### src/rtl/modulo_registro_ataque.sv
// Attack-phase shot register: edge-detects confirm, checks the shot against the position matrix,
// and accumulates attack/hit matrices, counters, RGB feedback and game over.
module modulo_registro_ataque #(
  parameter int FEEDBACK_CYCLES = 4
) (
  input  logic        clk,
  input  logic        clr,
  input  logic        game_en,
  input  logic        confirm,
  input  logic [2:0]  coord_col,
  input  logic [2:0]  coord_lin,
  input  logic [34:0] m_po,
  output logic [34:0] m_at,
  output logic [34:0] m_hit,
  output logic [1:0]  rgb_output,
  output logic [5:0]  shots,
  output logic [5:0]  hits,
  output logic        game_over,
  output logic        busy
);

  // state | meaning
  // IDLE  | waiting for a valid shot request
  // CHECK | evaluating the latched cell against m_po
  // SHOW  | holding RGB feedback until the timer expires
  // OVER  | all ship cells hit, requests ignored until game_en drops
  typedef enum logic [1:0] {IDLE, CHECK, SHOW, OVER} state_t;

  localparam logic [7:0]  TIMER_LOAD = 8'(FEEDBACK_CYCLES - 1);
  localparam logic [34:0] CELL0      = 35'h4_0000_0000;

  state_t      state_q, state_d;
  logic        confirm_q, confirm_d;
  logic [5:0]  idx_q, idx_d;
  logic [7:0]  timer_q, timer_d;
  logic [34:0] m_at_q, m_at_d, m_hit_q, m_hit_d;
  logic [5:0]  shots_q, shots_d, hits_q, hits_d;
  logic [1:0]  rgb_q, rgb_d;
  logic        over_q, over_d;

  logic        req, coord_ok;
  logic [5:0]  po_cnt;
  logic [34:0] cell_mask;

  assign req       = confirm & ~confirm_q;
  assign coord_ok  = (coord_col <= 3'd4) && (coord_lin <= 3'd6);
  assign cell_mask = CELL0 >> idx_q;

  always_comb begin
    po_cnt = '0;
    for (int i = 0; i < 35; i++) po_cnt = po_cnt + {5'd0, m_po[i]};
  end

  always_ff @(posedge clk or negedge clr) begin
    if (!clr) state_q <= IDLE;
    else      state_q <= state_d;
  end

  always_comb begin
    state_d = state_q;
    if (!game_en) begin
      state_d = IDLE;
    end else begin
      case (state_q)
        IDLE:    if (req && coord_ok) state_d = CHECK;
        CHECK:   state_d = SHOW;
        SHOW:    if (timer_q == 8'd0) state_d = over_q ? OVER : IDLE;
        OVER:    state_d = OVER;
        default: state_d = IDLE;
      endcase
    end
  end

  always_comb begin
    busy = (state_q == CHECK) || (state_q == SHOW);
  end

  always_comb begin
    confirm_d = confirm;
    idx_d     = idx_q;
    timer_d   = timer_q;
    m_at_d    = m_at_q;
    m_hit_d   = m_hit_q;
    shots_d   = shots_q;
    hits_d    = hits_q;
    rgb_d     = rgb_q;
    over_d    = over_q;
    if (!game_en) begin
      timer_d = '0;
      m_at_d  = '0;
      m_hit_d = '0;
      shots_d = '0;
      hits_d  = '0;
      rgb_d   = 2'b00;
      over_d  = 1'b0;
    end else begin
      case (state_q)
        IDLE: if (req && coord_ok) idx_d = ({3'b000, coord_lin} * 6'd5) + {3'b000, coord_col};
        CHECK: begin
          timer_d = TIMER_LOAD;
          if ((m_at_q & cell_mask) != '0) begin
            rgb_d = 2'b11;
          end else begin
            m_at_d  = m_at_q | cell_mask;
            shots_d = shots_q + 6'd1;
            if ((m_po & cell_mask) != '0) begin
              m_hit_d = m_hit_q | cell_mask;
              hits_d  = hits_q + 6'd1;
              rgb_d   = 2'b10;
              // m_po is sampled here, so the completion test uses this edge's popcount
              if ((po_cnt != 6'd0) && (hits_q + 6'd1 == po_cnt)) over_d = 1'b1;
            end else begin
              rgb_d = 2'b01;
            end
          end
        end
        SHOW: begin
          if (timer_q == 8'd0) rgb_d = 2'b00;
          else                 timer_d = timer_q - 8'd1;
        end
        default: ;
      endcase
    end
  end

  always_ff @(posedge clk or negedge clr) begin
    if (!clr) begin
      confirm_q <= 1'b0;
      idx_q     <= '0;
      timer_q   <= '0;
      m_at_q    <= '0;
      m_hit_q   <= '0;
      shots_q   <= '0;
      hits_q    <= '0;
      rgb_q     <= 2'b00;
      over_q    <= 1'b0;
    end else begin
      confirm_q <= confirm_d;
      idx_q     <= idx_d;
      timer_q   <= timer_d;
      m_at_q    <= m_at_d;
      m_hit_q   <= m_hit_d;
      shots_q   <= shots_d;
      hits_q    <= hits_d;
      rgb_q     <= rgb_d;
      over_q    <= over_d;
    end
  end

  assign m_at       = m_at_q;
  assign m_hit      = m_hit_q;
  assign shots      = shots_q;
  assign hits       = hits_q;
  assign rgb_output = rgb_q;
  assign game_over  = over_q;

endmodule

### config.mk
export PLATFORM = sky130hd
export DESIGN_NAME = modulo_registro_ataque
export DESIGN_NICKNAME = d
export VERILOG_FILES = /design/src/rtl/modulo_registro_ataque.sv
export SDC_FILE = /design/constraint.sdc
export NUM_CORES = 1
export LEC_CHECK = 0
export BUFFER_PORTS_ARGS = -buffer_cell sky130_fd_sc_hd__buf_4
export CORE_MARGIN = 5
export CORE_UTILIZATION = 56
export DETAILED_ROUTE_END_ITERATION = 8
export GPL_TIMING_DRIVEN = 0
export PLACE_DENSITY = 0.81
export SLEW_MARGIN = 0
export SYNTH_ARGS = -nofsm -noshare
export SYNTH_HDL_FRONTEND = slang
export SYNTH_SLANG_ARGS = --single-unit
export TNS_END_PERCENT = 10
### constraint.sdc
create_clock -name clk -period 2.68 [get_ports clk]
set_input_delay 0.536 -clock clk [delete_from_list [all_inputs] [get_ports clk]]
set_output_delay 0.536 -clock clk [all_outputs]
set_load 0.02 [all_outputs]
======== Word-level counts from Yosys, hierarchy flattened ========
Cells that the tools add are included.
word-level totals
  ROM bits ................................ 0
  output and inout port bits .............. 86
  RAM bits ................................ 0
  flip-flop bits (word level) ............. 102
  memories ................................ 0
  bits in latches ......................... 0
  word-level logic and storage cells ...... 118
operators by class
  divide/modulo/power cells ............... 0
  magnitude comparators ................... 2
  reduce and logical (&&, ||, !) cells .... 16
  bitwise logic cells ..................... 6
  multipliers ............................. 1
  equality and inequality tests ........... 12
  shift-type cells ........................ 1
  muxes and demuxes ....................... 32
  add/subtract/negate cells ............... 38
operator list
  operator                                               count
  two-way mux 35 bit                                     7
  adder 6 x 1 -> 6 bit                                   29
  bitwise AND 35 bit                                     2
  OR 35 bit                                              2
  nonzero test 35 bit                                    2
  two-way mux 6 bit                                      7
  >> shifter 35 x 6 -> 35 bit, first input constant      1
  two-way mux 2 bit                                      8
  two-way mux 8 bit                                      2
  case mux 8 bit (2 select lines)                        1
  adder 6 x 1 -> 6 bit, second input constant            2
  inequality test 3 bit, second input constant           3
  logical NOT 8 bit                                      1
  case mux 2 bit (4 select lines)                        1
  AND reduction 2 bit                                    4
  subtractor 8 x 1 -> 8 bit, second input constant       1
  adder 5 x 1 -> 6 bit                                   1
  adder 6 x 3 -> 6 bit                                   1
  equality test 6 bit                                    1
  less-or-equal comparator 3 bit, second input constant  2
  multiplier 3 x 3 -> 6 bit, second input constant       1
  inequality test 2 x 1 -> 1 bit, second input constant  3
  AND reduction 3 bit                                    2
  nonzero test 6 bit                                     1
  16 further kinds                                       23

======== Longest topological paths before layout ========
Gate-level depths: netlist (run 1).
  word-level depth ........................ 41
  depth in mapped cells ................... 20
  depth with buffers taken out ............ 20

======== Least setup slack after synthesis (run 1) ========
Ideal clock, no wire load.
  path kind ............................... input -> register
  start point ............................. input port m_po[23]
  end point ............................... register over_q, in the netlist game_over
  data required time ...................... 2.614 ns
  buffers on the path ..................... 0
  setup time .............................. 0.066 ns
  path slack .............................. -2.750 ns
  stages .................................. 19
  arrival ................................. 5.364 ns
  cell sequence ........................... inv_1 -> fa_1 -> inv_1 -> fa_1 -> inv_1 -> fa_1 -> inv_1 -> fa_1 -> fa_1 -> inv_1 -> fa_1 -> fa_1 -> fa_1 -> xor2_1 -> and3_1 -> a31oi_1 -> o21ai_0 -> nor4b_1 -> a22o_1
between the ends
  longest elaborated chain between the ends .. 16
ends and longest elaborated chain
  element                                                    RTL line  RTL
  start: declaration                                         12        input logic [34:0] m_po,
  adder 6 x 1 -> 6 bit (12 in series)                        51        for (int i = 0; i < 35; i++) po_cnt = po_cnt + {5'd0, m_po[i]};
  equality test 6 bit or nonzero test 6 bit (tied branches)  111       if ((po_cnt != 6'd0) && (hits_q + 6'd1 == po_cnt)) over_d = 1'b1;
  logical AND 1 bit                                          111
  inequality test 2 x 1 -> 1 bit (no line)                   n/a
  AND reduction 4 bit (no line) (*)                          n/a
  end signal: assignment                                     146       over_q <= over_d;
  end: declaration                                           39        logic over_q, over_d;
Mark *: on every way between the ends. The rest lies on a longest branch, timed or not.
A chain may end at the register's enable or synchronous reset.

======== Final worst setup path (run 1) ========
Ends and elaborated chain as after synthesis.

==> flow_metrics.env, run 1 <==
export IMPL_antenna_left=0
export IMPL_tightest_slew_ns=0.675
export IMPL_critical_path_class="in -> reg"
export IMPL_die_h_um=117
export IMPL_swShare=0.439
export IMPL_seq_power_share=0.215
export IMPL_grt_usage=0.297
export IMPL_drtPass1Iterations=5
export IMPL_num_vias=5992
export IMPL_ys_top_cells_by_area="dfrtp_1, fa_1, a32o_1, ha_1, nor2b_1"
export IMPL_fin_hold_ws_ns=0.189
export IMPL_rsz0062_at_grt="yes"
export IMPL_grt_max_degree=103
export IMPL_fin_crit_sh=2.00
export IMPL_routed_wl_mm=20.5
export IMPL_finalHoldViolations=0
export IMPL_cp_data_arrival_time_ns=5.65
export IMPL_ys_types=63
export IMPL_synth_top_area_share=0.396
export IMPL_synth_compound_area_frac=0.177
export IMPL_setup_ws_ns=-2.69
export IMPL_hpwl_mm=14.9
export IMPL_cts_num_sinks=102
export IMPL_cts_tree="built"
export IMPL_antenna_found_initial=0
export IMPL_fillers=819
export IMPL_drv_cap=0
export IMPL_nNetsFinal=900
export IMPL_critPathMostFrequentCell="fa_1"
export IMPL_num_io_pins=131
export IMPL_grt_pass1_vias=5792
export IMPL_synth_top_family_by_area="compound AO/OA/AOI/OAI gates"
export IMPL_grt_pass1_wl_mm=31.1
export IMPL_syn_cell_area_sq_um=6440
export IMPL_synth_xor_area_frac=0.0245
export IMPL_power_frac_clock=0.163
export IMPL_outcome="finished with violations"
export IMPL_critPathLaunchType="input port"
export IMPL_synthMuxAreaShare=0.0307
export IMPL_ff_latch_area_sq_um=2550
export IMPL_dieArea_sq_um=13800
export IMPL_finalSetupViolations=35
export IMPL_dieWidth_um=117
export IMPL_route_detailed_drc=0
export IMPL_synthFlopType="dfrtp_1"
export IMPL_synth_warning_count=0
export IMPL_relSlewSlack=0.545
export IMPL_cts_root_buf="clkbuf_16"
export IMPL_pwr_share_comb=0.622
export IMPL_ys_ff_latch=102
export IMPL_critical_path_cell_chain="buf_4 > inv_1 > fa_1 > inv_1 > fa_1 > inv_1 > fa_1 > inv_1 > fa_1 > fa_1 > inv_1 > fa_1 > fa_2 > fa_2 > xor2_1 > and3_1 > a31oi_1 > o21ai_1 > nor4b_2 > a22o_1"
export IMPL_place_congestion=0.984
export IMPL_numCtsBuffers=9
export IMPL_start_util=0.567
export IMPL_max_stage_delay_ns=0.55
export IMPL_fmax_ghz=0.186
export IMPL_clk_path_buf_depth=2
export IMPL_synth_fa_ha_area_frac=0.134
export IMPL_slowest_stage="fa_1"
export IMPL_crit_buf_inv=6
export IMPL_wl_per_cell_um=21.6
export IMPL_min_period_ns=5.37
export IMPL_cp_end_kind="flip-flop"
export IMPL_p_sw_mw=3.64
export IMPL_violations="negative setup slack"
export IMPL_crit_required_ns=2.96
export IMPL_multiInputGateArea_sq_um=3580
export IMPL_pre_cts_slack_ns=-3.21
export IMPL_finalPower_mw=8.30
export IMPL_fin_skew_ns=0.0111
export IMPL_async_flop_share=1.00
export IMPL_clk_latency_ns=0.35
export IMPL_p_leak_nw=4.18
export IMPL_area_growth_pct=32.7
export IMPL_routed_via_density=6.30
export IMPL_synth_edf_count=0
export IMPL_synthSimpleGateAreaFrac=0.164
export IMPL_fp_coreArea_sq_um=11400
export IMPL_drive_gt1_frac=0.325
export IMPL_fin_util=0.752
export IMPL_rows=39
export IMPL_yosys_area_top_type="dfrtp_1"
export IMPL_synth_top_cells_by_count="dfrtp_1, inv_1, nor2b_1"
export IMPL_final_max_slew_viol_count=0
export IMPL_htreeDepth=3
export IMPL_internal_power_mw=4.66
export IMPL_io_buffers=130
export IMPL_max_vdd_ir_drop_mv=1.34
export IMPL_crit_family="adder cells"
export IMPL_yosysMostFrequentCell="dfrtp_1"
export IMPL_avgSynthCellArea_sq_um=10.3
export IMPL_cts_hold_buf=0
export IMPL_overflow=0
export IMPL_netlist_instances=626
export IMPL_cp_max_fo=2
export IMPL_power_density_nw_per_um2=970
export IMPL_antennaDiodeCount=0
export IMPL_clk_pin_slew_ns=0.07
export IMPL_drtIter0Drc=636
export IMPL_seq_area_frac_synth=0.396
export IMPL_hold_class="in -> async"
export IMPL_synth_fp_nets=723
==> per-stage QoR <==
stage,std cells,setup TNS (ns),cell area (sq um)
floorplan,626,-2.71,6450
global placement,899,-32.33,7600
detailed placement,899,-32.06,7600
CTS,926,-2.73,8210
global route,951,-7.15,8550
finish,951,-4.66,8550
==> state kept, by name, indices dropped and copies added (netlist names) <==
register,flops
game_over,1
m_at,35
shots,6
m_hit,35
state_q,2
timer_q,8
confirm_q,1
hits,6
rgb_output,2
idx_q,6
==> placed cells by master (no fill, tap or decap), types with 4 or more instances in the layout <==
| cell type | netlist | layout |
|---|---|---|
| a311oi_2 | 0 | 4 |
| nand3b_1 | 5 | 5 |
| a21o_1 | 5 | 5 |
| nand2b_1 | 8 | 8 |
| clkbuf_2 | 1 | 4 |
| a22oi_1 | 4 | 4 |
| mux2i_1 | 13 | 13 |
| nand2_1 | 28 | 28 |
| buf_6 | 3 | 15 |
| and2_1 | 7 | 6 |
| buf_1 | 5 | 5 |
| a31o_2 | 4 | 4 |
| o21ai_0 | 14 | 13 |
| or3_1 | 4 | 4 |
| buf_8 | 0 | 5 |
| mux2_2 | 6 | 6 |
| a31oi_1 | 36 | 36 |
| clkbuf_1 | 27 | 14 |
| nor2_1 | 13 | 12 |
| nor2b_1 | 40 | 39 |
| dfrtp_1 | 102 | 100 |
| xor2_1 | 7 | 7 |
| o211ai_1 | 5 | 5 |
| a32o_1 | 34 | 33 |
| nand3_1 | 15 | 15 |
| clkbuf_16 | 0 | 10 |
| buf_4 | 3 | 168 |
| inv_1 | 59 | 59 |
| ha_1 | 24 | 24 |
| nor3_1 | 10 | 7 |
| fa_1 | 28 | 26 |
| and3_1 | 12 | 12 |
| xnor2_1 | 11 | 11 |
| a21oi_1 | 14 | 14 |
| a22o_1 | 7 | 7 |
| clkbuf_4 | 0 | 4 |
==> power by group through the flow <==
stage | Sequential, mW | Combinational, mW | Clock (mW)
6_report | 1.78 | 5.16 | 1.35
5_1_grt | 1.80 | 5.57 | 1.42
4_1_cts | 1.77 | 4.70 | 1.36
3_5_place_dp | 1.80 | 4.24 | 0
3_3_place_gp | 1.79 | 4.07 | 0
2_1_floorplan | 1.82 | 3.04 | 0
==> final timing paths <==
path	slack (ns)	depth (start not counted)	from	to
worst max register to register	-0.11	12	idx_q[3]	m_hit[30]
min in group clk	0.30	1	confirm	confirm_q
worst max-delay path	-2.69	20	m_po[23]	game_over
worst min register to register	0.50	1	m_hit[7]	m_hit[7]
worst min-delay path	0.19	2	clr	hits[3]
max in group asynchronous	2.03	2	clr	idx_q[3]
==> worst reg2reg max path, cell delays in order (launching register included) <==
cell and delay [ns]:
dfrtp_2 0.43, buf_6 0.14, nor4b_4 0.12, buf_4 0.17, and3_1 0.20, a311oi_2 0.27
o211ai_1 0.19, nor4_4 0.36, buf_4 0.18, nor2b_4 0.21, buf_6 0.17, clkbuf_16 0.14
a32o_1 0.14
==> area by class of cell <==
cell class / instances / share of cell area
multi-input cells: 411 / 0.419
flip-flops and latches: 102 / 0.299
repair buffers: 166 / 0.153
plain buffers: 54 / 0.0471
clock buffers: 9 / 0.0263
inverters: 59 / 0.0259
well taps: 143 / 0.0209
clock inverters: 7 / 0.00965
==> repair_timing <==
action                     4_1_cts  5_1_grt
setup endpoints to repair       85       84
pin swaps                        8       28
setup buffers                   11       20
gates cloned                     0        4
gates resized for setup         59       44
==> cells by family (layout without fill, tap and decap cells) <==
group,count (synthesis),after routing
adder cells (fa/ha/maj),52,52
AO/OA/AOI/OAI,149,149
multiplexers,19,19
buffers and inverters,113,295
AND/OR/NAND/NOR,173,173
flip-flops,102,102
XOR/XNOR,18,18
==> layer usage <==
metal / wire length [um] / part of all wire / up-vias / global-route usage
met1: 7940 / 0.39 / 2990 / 0.394
met5: 0 / 0 / - / 0
met4: 596 / 0.029 / 0 / 0.102
li1: - / - / 2606 / -
met3: 1820 / 0.089 / 51 / 0.0627
met2: 10200 / 0.50 / 345 / 0.485
Note: power is estimated with default switching activity, not from simulation.
==> run 2, diff against run 1 <==
ABC_AREA = 1   (was unset)
CORE_UTILIZATION = 57   (was 56)
==> run 2 against run 1 <==
The run still ends with negative setup slack left. Combinational power increased by 3.9%. Routed wire length increased by 11%. Sequential share of layout area down 1.0 points. Clock power grew 4%. Fmax fell by 1.3%. Clock skew fell by 0.0018 ns. Sequential power grew 24%. Largest power group unchanged. Critical path type unchanged. Setup slack got worse by 0.071 ns. Critical endpoint unchanged.
==> flow_metrics.env, run 2 <==
export IMPL_p_leak_nw=4.69
export IMPL_setup_ws_ns=-2.76
export IMPL_dieArea_sq_um=15000
export IMPL_htreeDepth=3
export IMPL_syn_cell_area_sq_um=7200
export IMPL_cts_tree="built"
export IMPL_synth_warning_count=0
export IMPL_slowest_stage="fa_1"
export IMPL_final_max_slew_viol_count=0
export IMPL_fin_hold_ws_ns=0.300
export IMPL_pwr_share_comb=0.597
export IMPL_critical_path_cell_chain="buf_4 > inv_1 > fa_1 > inv_1 > fa_1 > inv_2 > fa_1 > inv_1 > fa_1 > fa_1 > inv_1 > fa_1 > fa_2 > fa_2 > nand3b_1 > nand2_1 > nand2_1 > nand2_2 > xor2_1 > nand4_1 > nor2_1 > nand3_1 > a21oi_2"
export IMPL_area_growth_pct=22.7
export IMPL_drv_cap=0
export IMPL_antenna_left=0
export IMPL_internal_power_mw=4.65
export IMPL_relSlewSlack=0.587
export IMPL_fin_crit_sh=2.03
export IMPL_start_util=0.576
export IMPL_finalSetupTns_ns=-2.76
export IMPL_synth_edf_count=0
export IMPL_synthFlopType="dfrtp_1"
export IMPL_netlist_instances=988
export IMPL_rsz0062_at_grt="yes"
export IMPL_clk_path_buf_depth=2
export IMPL_clk_latency_ns=0.36
export IMPL_final_common_cell="nand2_1"
export IMPL_antennaDiodeCount=0
export IMPL_hpwl_mm=17.4
export IMPL_crit_buf_inv=6
export IMPL_fin_skew_ns=0.00932
export IMPL_routed_via_density=5.66
export IMPL_grt_busiest_layer="met2"
export IMPL_yosysMostFrequentCell="nand2_1"
export IMPL_yosys_area_top_type="dfrtp_1"
export IMPL_finalSetupViolations=1
export IMPL_cp_max_fo=2
export IMPL_cp_data_arrival_time_ns=5.72
export IMPL_synth_top_area_share=0.354
export IMPL_stdcell_area_sq_um=8840
export IMPL_cts_root_buf="clkbuf_16"
export IMPL_grt_pass1_wl_mm=35.8
export IMPL_swShare=0.482
export IMPL_antenna_found_initial=0
export IMPL_crit_required_ns=2.96
export IMPL_grt_max_degree=103
export IMPL_clk_pin_slew_ns=0.07
export IMPL_drtIter0Drc=762
export IMPL_min_period_ns=5.44
export IMPL_cts_num_sinks=102
export IMPL_max_vdd_ir_drop_mv=0.671
export IMPL_power_density_nw_per_um2=1020
export IMPL_finalHoldViolations=0
export IMPL_crit_family="adder cells"
export IMPL_pre_cts_slack_ns=-3.11
export IMPL_drtPass1Iterations=5
export IMPL_nNetsFinal=1229
export IMPL_fp_coreArea_sq_um=12500
export IMPL_power_frac_clock=0.157
export IMPL_num_vias=7404
export IMPL_violations="negative setup slack"
export IMPL_cp_end_kind="flip-flop"
export IMPL_grt_util_met2=0.490
export IMPL_synth_fp_nets=1085
export IMPL_fmax_ghz=0.184
export IMPL_critical_path_class="in -> reg"
export IMPL_overflow=0
export IMPL_critPathMostFrequentCell="fa_1"
export IMPL_seq_area_frac_synth=0.354
export IMPL_numCtsBuffers=9
export IMPL_fillers=1106
export IMPL_io_buffers=129
export IMPL_grt_usage=0.309
export IMPL_place_congestion=0.982
export IMPL_finalPower_mw=8.98
export IMPL_tightest_slew_ns=0.620
export IMPL_synth_top_cells_by_count="nand2_1, nor2_1, dfrtp_1"
export IMPL_rows=41
export IMPL_outcome="finished with violations"
export IMPL_num_io_pins=131
export IMPL_grt_pass1_vias=7051
export IMPL_place_area_sq_um=8390
export IMPL_p_sw_mw=4.33
export IMPL_ys_ff_latch=102
export IMPL_critPathLaunchType="input port"
export IMPL_layout_common_cells="nand2_1, buf_4, nor2_1"
export IMPL_routed_wl_mm=22.7
export IMPL_dieWidth_um=122
export IMPL_hold_class="in -> reg"
export IMPL_async_flop_share=1.00
export IMPL_met1_usage=0.418
export IMPL_wl_per_cell_um=17.3
export IMPL_seq_power_share=0.246
export IMPL_drive_gt1_frac=0.195
export IMPL_ys_top_cells_by_area="dfrtp_1, nand2_1, fa_1, nor2_1, inv_1"
export IMPL_die_h_um=122
export IMPL_route_detailed_drc=0
export IMPL_grt_use_met3=0.0465
export IMPL_max_stage_delay_ns=0.54
export IMPL_ys_types=38
export IMPL_avgSynthCellArea_sq_um=7.29
## run 2: stage by stage
stage                     std cells  utilization
after floorplan                 988            -
after global placement         1289        0.671
after detailed placement       1289        0.671
after CTS                      1305        0.697
after global routing           1309        0.706
final                          1309        0.706
## run 2: cell type report
class | count | area [sq um] | area share
sequential | 102 | 2550 | 0.289
multi-input combinational | 737 | 4080 | 0.461
clock inverter | 5 | 62.6 | 0.00708
timing repair buffer | 133 | 1020 | 0.116
clock buffer | 11 | 253 | 0.0286
inverter | 105 | 394 | 0.0446
buffer | 44 | 259 | 0.0293
tap | 172 | 215 | 0.0243
## run 2: power groups by stage
stage	logic (mW)	registers, mW	clock network, mW
final	5.36	2.21	1.41
after global routing	5.96	2.26	1.47
after CTS	5.25	2.20	1.41
after detailed placement	5.18	2.22	0
after global placement	5.05	2.22	0
after floorplan	3.45	2.43	0
## run 2: metal layers
layer,vias up,share of wire
met5,-,0
met4,0,0.040
met3,65,0.077
met2,371,0.47
met1,3498,0.41
li1,3470,-
## run 2: cell families after synthesis
| family | count (synthesis) | synth area share |
|---|---|---|
| xor gates and xnor gates | 10 | 0.0122 |
| adders and majority gates | 52 | 0.119 |
| buffers and inverters | 149 | 0.0907 |
| AOI/OAI and AO/OA | 128 | 0.0933 |
| DFF | 102 | 0.354 |
| and+or+nand+nor | 547 | 0.330 |
## run 2: timing repair
item / in CTS / in global routing
setup endpoints to repair: 41 / 81
gates resized for setup: 4 / 17
buffers inserted: 0 / 2
hold endpoints to repair: 0 / 1
hold buffers: 0 / 1
pin swaps: 0 / 4
## run 2: final timing paths
kind / depth (start not counted) / slack [ns] / from / endpoint
max: 23 / -2.76 / m_po[23] / game_over
min: 1 / 0.30 / confirm / confirm_q
max reg2reg: 15 / 0.10 / idx_q[5] / m_hit[2]
min reg2reg: 2 / 0.50 / rgb_output[0] / rgb_output[0]
max in group asynchronous: 3 / 1.48 / clr / m_at[6]
min in group asynchronous: 2 / 0.52 / clr / hits[5]
